==> config.mk <==
export PLATFORM = sky130hd
export DESIGN_NAME = mips_multicycle_ctrl
export DESIGN_NICKNAME = d
export VERILOG_FILES = /design/src/rtl/mips_pkg.sv /design/src/rtl/mips_multicycle_ctrl_alu_op_decode.sv /design/src/rtl/mips_multicycle_ctrl.sv
export SDC_FILE = /design/constraint.sdc
export NUM_CORES = 1
export LEC_CHECK = 0
export CELL_PAD_IN_SITES_DETAIL_PLACEMENT = 1
export CELL_PAD_IN_SITES_GLOBAL_PLACEMENT = 1
export CORE_UTILIZATION = 45
export CTS_BUF_LIST = sky130_fd_sc_hd__clkbuf_4
export DETAILED_ROUTE_END_ITERATION = 8
export DONT_BUFFER_PORTS = 1
export GPL_TIMING_DRIVEN = 0
export MAX_ROUTING_LAYER = met4
export PLACE_DENSITY = 0.89
export SYNTH_ARGS = -nofsm -noshare
export SYNTH_HDL_FRONTEND = slang
export SYNTH_SLANG_ARGS = --single-unit
==> constraint.sdc <==
create_clock -name clk -period 1.85 [get_ports clk]
set_input_delay 0.37 -clock clk [delete_from_list [all_inputs] [get_ports clk]]
set_output_delay 0.37 -clock clk [all_outputs]
set_load 0.05 [all_outputs]
==> src/rtl/mips_pkg.sv <==
// Shared definitions for the MIPS multicycle control path.
// Contents: FSM state encoding, opcode/funct constants, ALU operation codes,
// and the ALU operand-B / PC-source select encodings.
package mips_pkg;

  typedef enum logic [3:0] {
    StBoot     = 4'd0,
    StFetch    = 4'd1,
    StDecode   = 4'd2,
    StMemAddr  = 4'd3,
    StMemRead  = 4'd4,
    StMemWb    = 4'd5,
    StMemWrite = 4'd6,
    StExecute  = 4'd7,
    StRwb      = 4'd8,
    StBranch   = 4'd9,
    StJump     = 4'd10,
    StAddiEx   = 4'd11,
    StAddiWb   = 4'd12
  } state_e;

  localparam logic [5:0] OP_RTYPE = 6'b000000;
  localparam logic [5:0] OP_LW    = 6'b100011;
  localparam logic [5:0] OP_SW    = 6'b101011;
  localparam logic [5:0] OP_BEQ   = 6'b000100;
  localparam logic [5:0] OP_J     = 6'b000010;
  localparam logic [5:0] OP_ADDI  = 6'b001000;

  localparam logic [5:0] FN_ADD = 6'b100000;
  localparam logic [5:0] FN_SUB = 6'b100010;
  localparam logic [5:0] FN_AND = 6'b100100;
  localparam logic [5:0] FN_OR  = 6'b100101;
  localparam logic [5:0] FN_SLT = 6'b101010;
  localparam logic [5:0] FN_NOR = 6'b100111;

  localparam logic [3:0] ALU_AND = 4'b0000;
  localparam logic [3:0] ALU_OR  = 4'b0001;
  localparam logic [3:0] ALU_ADD = 4'b0010;
  localparam logic [3:0] ALU_SUB = 4'b0110;
  localparam logic [3:0] ALU_SLT = 4'b0111;
  localparam logic [3:0] ALU_NOR = 4'b1100;

  localparam logic [1:0] SRCB_REGB    = 2'b00;
  localparam logic [1:0] SRCB_FOUR    = 2'b01;
  localparam logic [1:0] SRCB_IMM     = 2'b10;
  localparam logic [1:0] SRCB_IMM_SH2 = 2'b11;

  localparam logic [1:0] PCSRC_ALU    = 2'b00;
  localparam logic [1:0] PCSRC_ALUOUT = 2'b01;
  localparam logic [1:0] PCSRC_JUMP   = 2'b10;

endpackage

==> src/rtl/mips_multicycle_ctrl_alu_op_decode.sv <==
// R-type funct decoder.
// Ports: funct (IR[5:0]) in; alu_operation (4-bit ALU code) and funct_valid out.
// Unknown funct codes report funct_valid=0 and fall back to add.
module alu_op_decode
  import mips_pkg::*;
(
  input  logic [5:0] funct,
  output logic [3:0] alu_operation,
  output logic       funct_valid
);

  always_comb begin
    alu_operation = ALU_ADD;
    funct_valid   = 1'b1;
    case (funct)
      FN_ADD:  alu_operation = ALU_ADD;
      FN_SUB:  alu_operation = ALU_SUB;
      FN_AND:  alu_operation = ALU_AND;
      FN_OR:   alu_operation = ALU_OR;
      FN_SLT:  alu_operation = ALU_SLT;
      FN_NOR:  alu_operation = ALU_NOR;
      default: funct_valid   = 1'b0;
    endcase
  end

endmodule

==> src/rtl/mips_multicycle_ctrl.sv <==
// Multicycle MIPS control FSM.
// Inputs: clk, rst_n (async, active-low), opcode/funct from IR, ALU zero flag,
// mem_ready handshake from unified memory.
// Outputs: ALU operation and operand selects, PC source/enable, memory
// address select and read/write requests, IR load, register-file controls,
// illegal_op and bus_error pulses, and the raw state for debug.
module mips_multicycle_ctrl
  import mips_pkg::*;
#(
  parameter int unsigned TIMEOUT_CYCLES = 16,
  parameter int unsigned TCNT_W         = 5
) (
  input  logic       clk,
  input  logic       rst_n,
  input  logic [5:0] opcode,
  input  logic [5:0] funct,
  input  logic       zero,
  input  logic       mem_ready,
  output logic [3:0] alu_operation,
  output logic       alu_src_a,
  output logic [1:0] alu_src_b,
  output logic [1:0] pc_source,
  output logic       pc_en,
  output logic       iord,
  output logic       mem_read,
  output logic       mem_write,
  output logic       ir_write,
  output logic       reg_dst,
  output logic       reg_write,
  output logic       mem_to_reg,
  output logic       illegal_op,
  output logic       bus_error,
  output logic [3:0] state_dbg
);

  state_e            state_q, state_d;
  logic [TCNT_W-1:0] tcnt_q, tcnt_d;
  logic [3:0]        rtype_op;
  logic              funct_valid;
  logic              mem_state;
  logic              timeout;

  alu_op_decode u_alu_op_decode (
    .funct         (funct),
    .alu_operation (rtype_op),
    .funct_valid   (funct_valid)
  );

  assign mem_state = (state_q == StFetch) || (state_q == StMemRead) || (state_q == StMemWrite);

  // Ready on the expiry cycle wins, so the timeout only fires with mem_ready low.
  assign timeout = (TIMEOUT_CYCLES != 0) && mem_state && !mem_ready &&
                   (tcnt_q == TCNT_W'(TIMEOUT_CYCLES - 1));

  // Counter is zero whenever a memory state is entered, because every exit
  // (completion, timeout or any non-memory state) clears it.
  assign tcnt_d = (mem_state && !mem_ready && !timeout) ? tcnt_q + 1'b1 : '0;

  always_ff @(posedge clk or negedge rst_n) begin
    if (!rst_n) begin
      state_q <= StBoot;
      tcnt_q  <= '0;
    end else begin
      state_q <= state_d;
      tcnt_q  <= tcnt_d;
    end
  end

  always_comb begin
    state_d       = state_q;
    alu_operation = ALU_ADD;
    alu_src_a     = 1'b0;
    alu_src_b     = SRCB_REGB;
    pc_source     = PCSRC_ALU;
    pc_en         = 1'b0;
    iord          = 1'b0;
    mem_read      = 1'b0;
    mem_write     = 1'b0;
    ir_write      = 1'b0;
    reg_dst       = 1'b0;
    reg_write     = 1'b0;
    mem_to_reg    = 1'b0;
    illegal_op    = 1'b0;
    bus_error     = 1'b0;

    case (state_q)
      StBoot: state_d = StFetch;
      StFetch: begin
        mem_read  = 1'b1;
        alu_src_b = SRCB_FOUR;
        if (mem_ready) begin
          ir_write = 1'b1;
          pc_en    = 1'b1;
          state_d  = StDecode;
        end else if (timeout) begin
          bus_error = 1'b1;
          state_d   = StFetch;
        end
      end
      StDecode: begin
        alu_src_b = SRCB_IMM_SH2;
        case (opcode)
          OP_RTYPE:     state_d = StExecute;
          OP_LW, OP_SW: state_d = StMemAddr;
          OP_BEQ:       state_d = StBranch;
          OP_J:         state_d = StJump;
          OP_ADDI:      state_d = StAddiEx;
          default: begin
            illegal_op = 1'b1;
            state_d    = StFetch;
          end
        endcase
      end
      StMemAddr: begin
        alu_src_a = 1'b1;
        alu_src_b = SRCB_IMM;
        state_d   = (opcode == OP_LW) ? StMemRead : StMemWrite;
      end
      StMemRead: begin
        mem_read = 1'b1;
        iord     = 1'b1;
        if (mem_ready) begin
          state_d = StMemWb;
        end else if (timeout) begin
          bus_error = 1'b1;
          state_d   = StFetch;
        end
      end
      StMemWb: begin
        reg_write  = 1'b1;
        mem_to_reg = 1'b1;
        state_d    = StFetch;
      end
      StMemWrite: begin
        mem_write = 1'b1;
        iord      = 1'b1;
        if (mem_ready) begin
          state_d = StFetch;
        end else if (timeout) begin
          bus_error = 1'b1;
          state_d   = StFetch;
        end
      end
      StExecute: begin
        alu_src_a     = 1'b1;
        alu_operation = rtype_op;
        if (funct_valid) begin
          state_d = StRwb;
        end else begin
          illegal_op = 1'b1;
          state_d    = StFetch;
        end
      end
      StRwb: begin
        reg_write = 1'b1;
        reg_dst   = 1'b1;
        state_d   = StFetch;
      end
      StBranch: begin
        alu_src_a     = 1'b1;
        alu_operation = ALU_SUB;
        pc_source     = PCSRC_ALUOUT;
        pc_en         = zero;
        state_d       = StFetch;
      end
      StJump: begin
        pc_source = PCSRC_JUMP;
        pc_en     = 1'b1;
        state_d   = StFetch;
      end
      StAddiEx: begin
        alu_src_a = 1'b1;
        alu_src_b = SRCB_IMM;
        state_d   = StAddiWb;
      end
      StAddiWb: begin
        reg_write = 1'b1;
        state_d   = StFetch;
      end
      default: state_d = StBoot;
    endcase
  end

  assign state_dbg = state_q;

endmodule

==> results of run 1 <==
-- stage by stage --
stage	worst slack (ps)	TNS, ps	hold WS [ps]	utilization (%)
after floorplan	-94.92	-213.3	74.41	-
after global placement	-189.6	-844.5	74.58	56.91
after detailed placement	-224.8	-1037	74.54	56.91
after CTS	-354.2	-3504	274.0	71.65
-- logic make-up after synthesis --
kind of cell               after synthesis  share of synthesized area (%)
and+or+nand+nor                         57                          35.61
AOI/OAI and AO/OA                       29                          23.22
buffers and inverters                   12                          8.404
DFF                                      9                          25.64
xor gates and xnor gates                 3                          2.992
adders and majority gates                2                          2.849
muxes                                    1                          1.282
-- synthesized netlist by cell type, types with 2 or more instances --
cell | count | share of area [%]
nor3b_1 | 2 | 1.7
o21a_1 | 4 | 3.4
a211oi_1 | 2 | 1.7
o21ai_0 | 6 | 3.4
and3_1 | 3 | 2.1
nand2_1 | 5 | 2.1
a21oi_1 | 4 | 2.3
xor2_1 | 2 | 2.0
buf_4 | 3 | 2.6
ha_1 | 2 | 2.8
dfrtp_1 | 9 | 26
nand2b_1 | 7 | 5.0
inv_1 | 7 | 3.0
nor3_1 | 4 | 2.3
nor2b_1 | 2 | 1.4
o211ai_1 | 3 | 2.6
nor2_1 | 21 | 9.0
nor4_1 | 2 | 1.4
nand3_1 | 3 | 1.7
-- what timing repair did --
action | CTS
endpoints found under the hold margin | 9
cloned | 0
buffers inserted | 10
pin swaps | 12
gates resized for setup | 38
setup endpoints to repair | 19
hold buffers | 1
==> results by group, run 1 <==
Clocking
  • Clock root cell: clkbuf_4
  • Clock buffer depth: 2
  • CTS HTree Levels: 1
  • TritonCTS Buffers: 3
  • Num Clock Sinks: 9

Die
  • Die Wd: between 40 and 50 um
  • Site Rows: 15
  • Die H: roughly 46 um
  • Initial Util: between 40% and 50%
  • IO Pins: 39

GRT
  • Largest net degree at the start of global routing: 11
  • Initial antenna violation count: 0

Placement
  • IO buf count: 0
  • Post-place instance area: a little over 1000 sq um
  • Placed cells: between 100 and 150
  • Post-DP HPWL: 1977 um
  • GP Congestion: about 0.85

Status
  • Error: [ERROR DPL-0033] detailed placement checks failed during check placement.
  • Failed at: 5_1_grt
  • Status: stopped before the end

Logic synthesis
  • Dominant synthesized flop cell: dfrtp_1
  • Flop and latch count out of synthesis: 9
  • Share of the yosys chip area belonging to registers: around a quarter
  • Number of synthesized flops with an enable pin: 0
  • Net Count, Synth: about 130
  • Mapped Cells: 113
  • Synth Warn #: 0
  • Fraction of registers with async set/reset: 100.0%
  • Mapped Area: 878.3 sq um
  • Synth unique cells: 41
  • Post-Syn Area per Cell: between 7 and 8 sq um

STA
  • Worst EP post-GRT repair: alu_operation[1]
  • Worst EP kind: top-level output
==> run 2: changes to the inputs <==
==> config.mk (replaced) <==
export PLATFORM = sky130hd
export DESIGN_NAME = mips_multicycle_ctrl
export DESIGN_NICKNAME = d
export VERILOG_FILES = /design/src/rtl/mips_pkg.sv /design/src/rtl/mips_multicycle_ctrl_alu_op_decode.sv /design/src/rtl/mips_multicycle_ctrl.sv
export SDC_FILE = /design/constraint.sdc
export NUM_CORES = 1
export LEC_CHECK = 0
export CORE_AREA = 2 2 63 65
export DETAILED_ROUTE_END_ITERATION = 8
export DIE_AREA = 0 0 65 67
export DONT_BUFFER_PORTS = 1
export GPL_TIMING_DRIVEN = 0
export PLACE_DENSITY_LB_ADDON = 0.15
export SYNTH_ARGS = -nofsm -noshare
export SYNTH_HDL_FRONTEND = slang
export SYNTH_SLANG_ARGS = --single-unit
==> run 2 against run 1 <==
  * The flow now finishes, with violations (setup timing)
  * Synthesized area unchanged
  * Synthesized cell count unchanged
==> results by group, run 2 <==
Logic synthesis
  • Post-Syn Area per Cell: 7.773 sq um (unchanged)
  • Share of the yosys chip area belonging to registers: 25.64% (unchanged)
  • Cell taking the most area after synthesis: dfrtp_1
  • Dominant synthesized flop cell: dfrtp_1
  • Count leader, synth: nor2_1
  • Synth unique cells: 41 (unchanged)
  • Mapped Area: 878.3 sq um (unchanged)
  • Synth cell count leaders: 21 x nor2_1, 9 x dfrtp_1, 7 x inv_1, 7 x nand2b_1, 6 x o21ai_0
  • Flop and latch count out of synthesis: 9 (unchanged)
  • Synth area leaders: dfrtp_1 26%, nor2_1 9.0%, nand2b_1 5.0%
  • Fraction of registers with async set/reset: 100.0% (unchanged)
  • Net Count, Synth: 131 (unchanged)
  • Top cell type's share of synthesized area: 25.64% (unchanged)
  • Synth Warn #: 0 (unchanged)
  • Number of synthesized flops with an enable pin: 0 (unchanged)
  • Mapped Cells: 113 (unchanged)

Die
  • Initial Util: 24.36% (-25 points)
  • Die H: 67 um (+45%)
  • Site Rows: 22 (+7)
  • IO Pins: 39 (unchanged)
  • Core region area: 3606 sq um
  • Die ar.: ~4400 sq um
  • Die Wd: 65 um (+41%)

Worst setup path
  • CP Max Fanout: 7
  • Worst Path Arrival: 1780 ps
  • Setup CP Type: reg -> out
  • Worst EP required: around 1500 ps
  • CP endpoint kind: output pin
  • Worst Setup Start Kind: flip-flop

Status
  • Violated checks: setup timing
  • Status: finished with violations

Layout
  • Most frequent cells in the layout: 11 x nor2_1, 9 x nor2_4, 9 x buf_4
  • Most flop-heavy register: tcnt_q
  • Fillers: approximately 330
  • Register area: roughly 240 sq um
  • Antenna Cells: 0
  • Max FFs per register: 5
  • Most common cell after layout, fill and taps aside: nor2_1
  • Share of layout cells above drive strength 1: 50.37%
  • Nets: 154
  • Util after Layout: between 40% and 50%
  • Multi-input gate area: 837.1 sq um
  • Synth-to-layout area growth: 67.81%

Route
  • Iteration-0 DRC count of the detailed router: 33
  • ANT nets after route: 0
  • First drt pass iteration count: 3
  • Drt drc: 0
  • DR vias: a little over 900
  • Routed length per instance: about 15 um
  • Detailed Route WL: about 2800 um
  • Via/cell ratio: approximately 5

STA
  • Max Clock Skew: 0.9527 ps
  • Relative slew slack: about three fifths
  • Shortest period the worst path allows: roughly 2200 ps
  • Unrepaired setup endpoints after global routing: yes
  • Max Fclk: 464.7 MHz
  • Setup ws final: -301.8 ps
  • Slew Viols, Final: 0
  • # setup viols final: 16
  • Final Cycle Share: 116.3%
  • Final Hold Viols: 0
  • Worst-Margin Slew: roughly 610 ps

Clocking
  • Clock root cell: clkbuf_8
  • TritonCTS Buffers: 3 (unchanged)
  • Num Clock Sinks: 9 (unchanged)
  • Clk_lat worst skew: between 200 and 250 ps
  • Clock transition at path regs: approximately 40 ps
  • CTS HTree Levels: 1 (unchanged)
  • CTS tree: done
  • Clock buffer depth: 2 (unchanged)

GRT
  • Initial antenna violation count: 0
  • Global-route wire length before repair: ~4300 um
  • Largest net degree at the start of global routing: 11
  • Vias in the first global route: approximately 920
  • Overall global routing resource usage: about an eighth
  • Overflow after GRT: 0

Power
  • Pwr dens: around 1700 nW/um^2
  • Max IR drop VDD: about 0.44 mV
  • Overall power: 0.002464 W
  • Leakage: around 0.52 nW

Placement
  • Post-DP HPWL: 1918 um (-3.0%)
  • GP Congestion: 0.7029 (-18%)
  • IO buf count: 0 (unchanged)
  • Place WS: -220.2 ps (+4.517 ps)

Flow run
  • Max Cap Viol: 0

Min path
  • Hold Crit Class: in -> reg
==> run 2: cell counts after synthesis <==
No cell type changed its count.
==> run 2: metal layers <==
metal | routed length (um) | share of wire [%] | GRT usage, %
met5 | 0 | 0 | 0
met4 | 0 | 0 | 3.457
met3 | 188 | 6.7 | 4.899
met2 | 1373 | 49 | 20.62
met1 | 1246 | 44 | 16.14
==> run 2: where the power goes <==
group          internal (W)  leakage [nW]  switching [W]
Clock              0.000149        0.0228      0.0000680
Combinational      0.000711         0.387        0.00104
Sequential         0.000266         0.115       0.000232
Total               0.00113         0.524        0.00134
==> run 2: worst max-delay path, stage by stage, from the launching register on <==
cell and delay, ps:
dfrtp_4 590, nand2b_4 210, nor3_4 220, nand4b_1 530
==> run 2: path summary, 6_finish.rpt <==
| path | start | endpoint | slack (ps) | cells past startpoint |
|---|---|---|---|---|
| worst min-delay path | opcode[5] | state_dbg[0] | 310 | 2 |
| worst max register to register | state_dbg[3] | state_dbg[0] | 40 | 6 |
| worst max-delay path | state_dbg[3] | alu_operation[1] | -300 | 3 |
| max in group asynchronous | rst_n | state_dbg[2] | 1010 | 1 |
| min in group asynchronous | rst_n | tcnt_q[2] | 510 | 1 |
| worst min register to register | tcnt_q[0] | tcnt_q[0] | 460 | 1 |
==> run 2: layout make-up <==
class	instances	share of cell area, %
Timing Repair Buffer	19	12.65
Buffer	4	4.839
Clock buffer	4	3.056
Inverter	7	2.292
Multi-Input combinational cell	92	56.79
Tap cell	48	4.075
Sequential cell	9	16.30
==> run 2: repair_timing <==
| item | CTS | global route |
|---|---|---|
| resized for setup | 35 | 28 |
| setup buffers | 8 | 11 |
| setup endpoints to repair | 19 | 19 |
| endpoints found under the hold margin | 9 | 0 |
| pin swaps | 13 | 15 |
| hold buffers | 1 | 0 |
==> run 2: cell families after synthesis <==
family / count (synthesis) / share of synthesized area [%]
and+or+nand+nor: 57 / 35.61
AOI/OAI and AO/OA: 29 / 23.22
buffers and inverters: 12 / 8.404
DFF: 9 / 25.64
xor gates and xnor gates: 3 / 2.992
adders and majority gates: 2 / 2.849
muxes: 1 / 1.282
==> run 2: per-stage QoR <==
step / area [sq um] / std cells / TNS, ps / hold slack (ps)
6_report: 1474 / 183 / -2792 / 311.3
2_1_floorplan: 983.4 / 113 / -213.3 / 74.41
4_1_cts: 1294 / 173 / -2549 / 317.1
3_3_place_gp: 1044 / 161 / -1131 / 74.66
3_5_place_dp: 1044 / 161 / -1161 / 74.67
5_1_grt: 1474 / 183 / -3730 / 316.7
Note: power is estimated with default switching activity, not from simulation.
==> run 3: changes to the inputs <==
--- a/config.mk
+++ b/config.mk
@@ -5,9 +5,10 @@
 export SDC_FILE = /design/constraint.sdc
 export NUM_CORES = 1
 export LEC_CHECK = 0
-export CORE_AREA = 2 2 63 65
+export CAP_MARGIN = 20
+export CORE_AREA = 3 3 64 66
 export DETAILED_ROUTE_END_ITERATION = 8
-export DIE_AREA = 0 0 65 67
+export DIE_AREA = 0 0 67 69
 export DONT_BUFFER_PORTS = 1
 export GPL_TIMING_DRIVEN = 0
 export PLACE_DENSITY_LB_ADDON = 0.15
==> run 3 against run 2 <==
  * The run still ends with setup timing left
  * Clock skew is 0.68 ps higher
  * Register-to-register slack worse by 80 ps
  * Fmax is 0.89% higher
  * Cell area is 5.6% higher
  * Critical path type unchanged
  * Largest cell class unchanged
==> results by group, run 3 (synthesis gave the netlist of run 2 again) <==
STA
  • Setup ws final: -282.7 ps (+19.03 ps)
  • Worst-Margin Slew: 617.3 ps (+2.403 ps)
  • Slew Viols, Final: 0 (unchanged)
  • Final Hold Viols: 0 (unchanged)
  • Shortest period the worst path allows: 2133 ps (-19.03 ps)
  • Final hold slack: 294.0 ps (-17.30 ps)
  • Relative slew slack: 58.63% (-0.16 points)
  • Max Clock Skew: 1.632 ps (+0.6792 ps)
  • Final Cycle Share: 115.3% (-1.0 points)
  • Setup Total Neg Slack: -2592 ps (+200.7 ps)
  • Max Fclk: 468.9 MHz (+0.89%)
  • Unrepaired setup endpoints after global routing: yes
  • # setup viols final: 17 (+1)

Worst setup path
  • CP top delay family: simple AND/OR/NAND/NOR gates
  • Worst EP required: 1480 ps (about the same)
  • CP Max Fanout: 7 (unchanged)
  • Origin of the worst setup path: state_dbg[3]
  • Worst r2r src: state_dbg[0]
  • Crit path cell chain: nand2b_4 > nor3_4 > nand4b_1
  • FF-to-FF setup slack: -40 ps (-80 ps)
  • Slowest-stage cell, CP: dfrtp_4
  • Worst path max stage delay: 590 ps (about the same)
  • CP endpoint kind: output pin
  • CP bufs+invs: 0 (unchanged)
  • Worst Setup Start Kind: flip-flop
  • Worst Path Arrival: 1760 ps (-20 ps)
  • Setup CP Type: reg -> out

Power
  • Max IR drop VDD: 0.5028 mV (+14%)
  • Pwr dens: 1662 nW/um^2 (-0.57%)
  • Leakage: 0.5678 nW (+8.4%)

Placement
  • GP Congestion: 0.6850 (-2.5%)
  • Post-place instance area: 1044 sq um (unchanged)
  • Post-DP HPWL: 1927 um (+0.47%)
  • IO buf count: 0 (unchanged)

Min path
  • Hold Crit Class: in -> reg
  • Hold_sp: opcode[5]

Layout
  • Most common cell after layout, fill and taps aside: buf_4
  • Most frequent cells in the layout: 15 x buf_4, 11 x nor2_1, 10 x nor2_4
  • Max FFs per register: 5 (unchanged)
  • Antenna Cells: 0 (unchanged)
  • Most flop-heavy register: tcnt_q
  • Nets: 160 (+3.9%)
  • Share of layout cells above drive strength 1: 53.19% (+2.8 points)
  • Fillers: 364 (+9.3%)
  • Synth-to-layout area growth: 77.21%
  • Final instance area: 1556 sq um (+5.6%)

Route
  • Detailed Route WL: 2848 um (+1.4%)
  • Routed length per instance: 15.07 um (-1.8%)
  • DR vias: 963 (+5.4%)
  • Via/cell ratio: 5.095 (+2.0%)
  • ANT nets after route: 0 (unchanged)
  • First drt pass iteration count: 4 (+1)
  • Drt drc: 0 (unchanged)
  • Iteration-0 DRC count of the detailed router: 57 (+73%)

GRT
  • Global-route wire length before repair: 4395 um (+2.3%)
  • Overflow after GRT: 0 (unchanged)
  • Initial antenna violation count: 0 (unchanged)
  • Largest net degree at the start of global routing: 11 (unchanged)
  • Vias in the first global route: 945 (+3.2%)
  • Overall global routing resource usage: 12.00% (-0.87 points)

Clocking
  • TritonCTS Buffers: 3 (unchanged)
  • Clk_lat worst skew: 230 ps (about the same)
  • CTS HTree Levels: 1 (unchanged)
  • Clock transition at path regs: 40 ps (about the same)
  • Clock buffer depth: 2 (unchanged)
  • Clock root cell: clkbuf_8
  • CTS tree: done
  • Num Clock Sinks: 9 (unchanged)

Die
  • IO Pins: 39 (unchanged)
  • Initial Util: 24.17% (-0.18 points)
  • Die ar.: 4623 sq um (+6.2%)
  • Site Rows: 22 (unchanged)
  • Die Wd: 67 um (+3.1%)
  • Die H: 69 um (+3.0%)
  • Core region area: 3633 sq um (+0.76%)

Status
  • Status: finished with violations
  • Violated checks: setup timing

Flow run
  • Max Cap Viol: 0 (unchanged)
## run 3: layout make-up
type	count	area, sq um	area share (%)
multi-input cells	92	863.3	55.47
flip-flops and latches	9	240.2	15.43
repair buffers	25	239.0	15.35
plain buffers	4	67.56	4.341
well taps	48	60.06	3.859
clock buffers	4	45.04	2.894
inverters	7	41.29	2.653
## run 3: path summary, 6_finish.rpt
path | to | depth (start not counted)
max | alu_operation[1] | 3
max in group asynchronous | state_dbg[2] | 1
min | state_dbg[0] | 2
min reg2reg | tcnt_q[0] | 1
max reg2reg | state_dbg[0] | 8
min in group asynchronous | state_dbg[0] | 1
## run 3: metrics by stage
stage | total power [W] | worst slack, ps | instances | utilization (%)
floorplan | 0.001420 | -94.92 | 113 | -
global placement | 0.001564 | -207.9 | 161 | 28.72
CTS | 0.002189 | -326.0 | 176 | 37.22
detailed placement | 0.001571 | -220.1 | 161 | 28.72
global route | 0.002721 | -369.3 | 189 | 42.84
finish | 0.002587 | -282.7 | 189 | 42.84
## run 3: layer usage
metal	share of wire (%)	vias to the layer above	GRT usage [%]
met1	43	473	16.32
met2	51	25	18.01
met4	0.67	0	4.054
li1	-	463	-
met3	6.0	2	3.257
met5	0	-	0
## run 3: where the power goes
| group | internal (W) | leakage (nW) | switching (W) |
|---|---|---|---|
| combinational | 0.000793 | 0.430 | 0.00108 |
| sequential | 0.000266 | 0.115 | 0.000233 |
| clock | 0.000149 | 0.0228 | 0.0000701 |
## run 3: what timing repair did
item / CTS / global route
gates resized for setup: 43 / 28
buffers inserted: 12 / 15
pin swaps: 16 / 18
setup endpoints to repair: 19 / 20
hold endpoints to repair: 9 / 0
hold buffers: 1 / 0
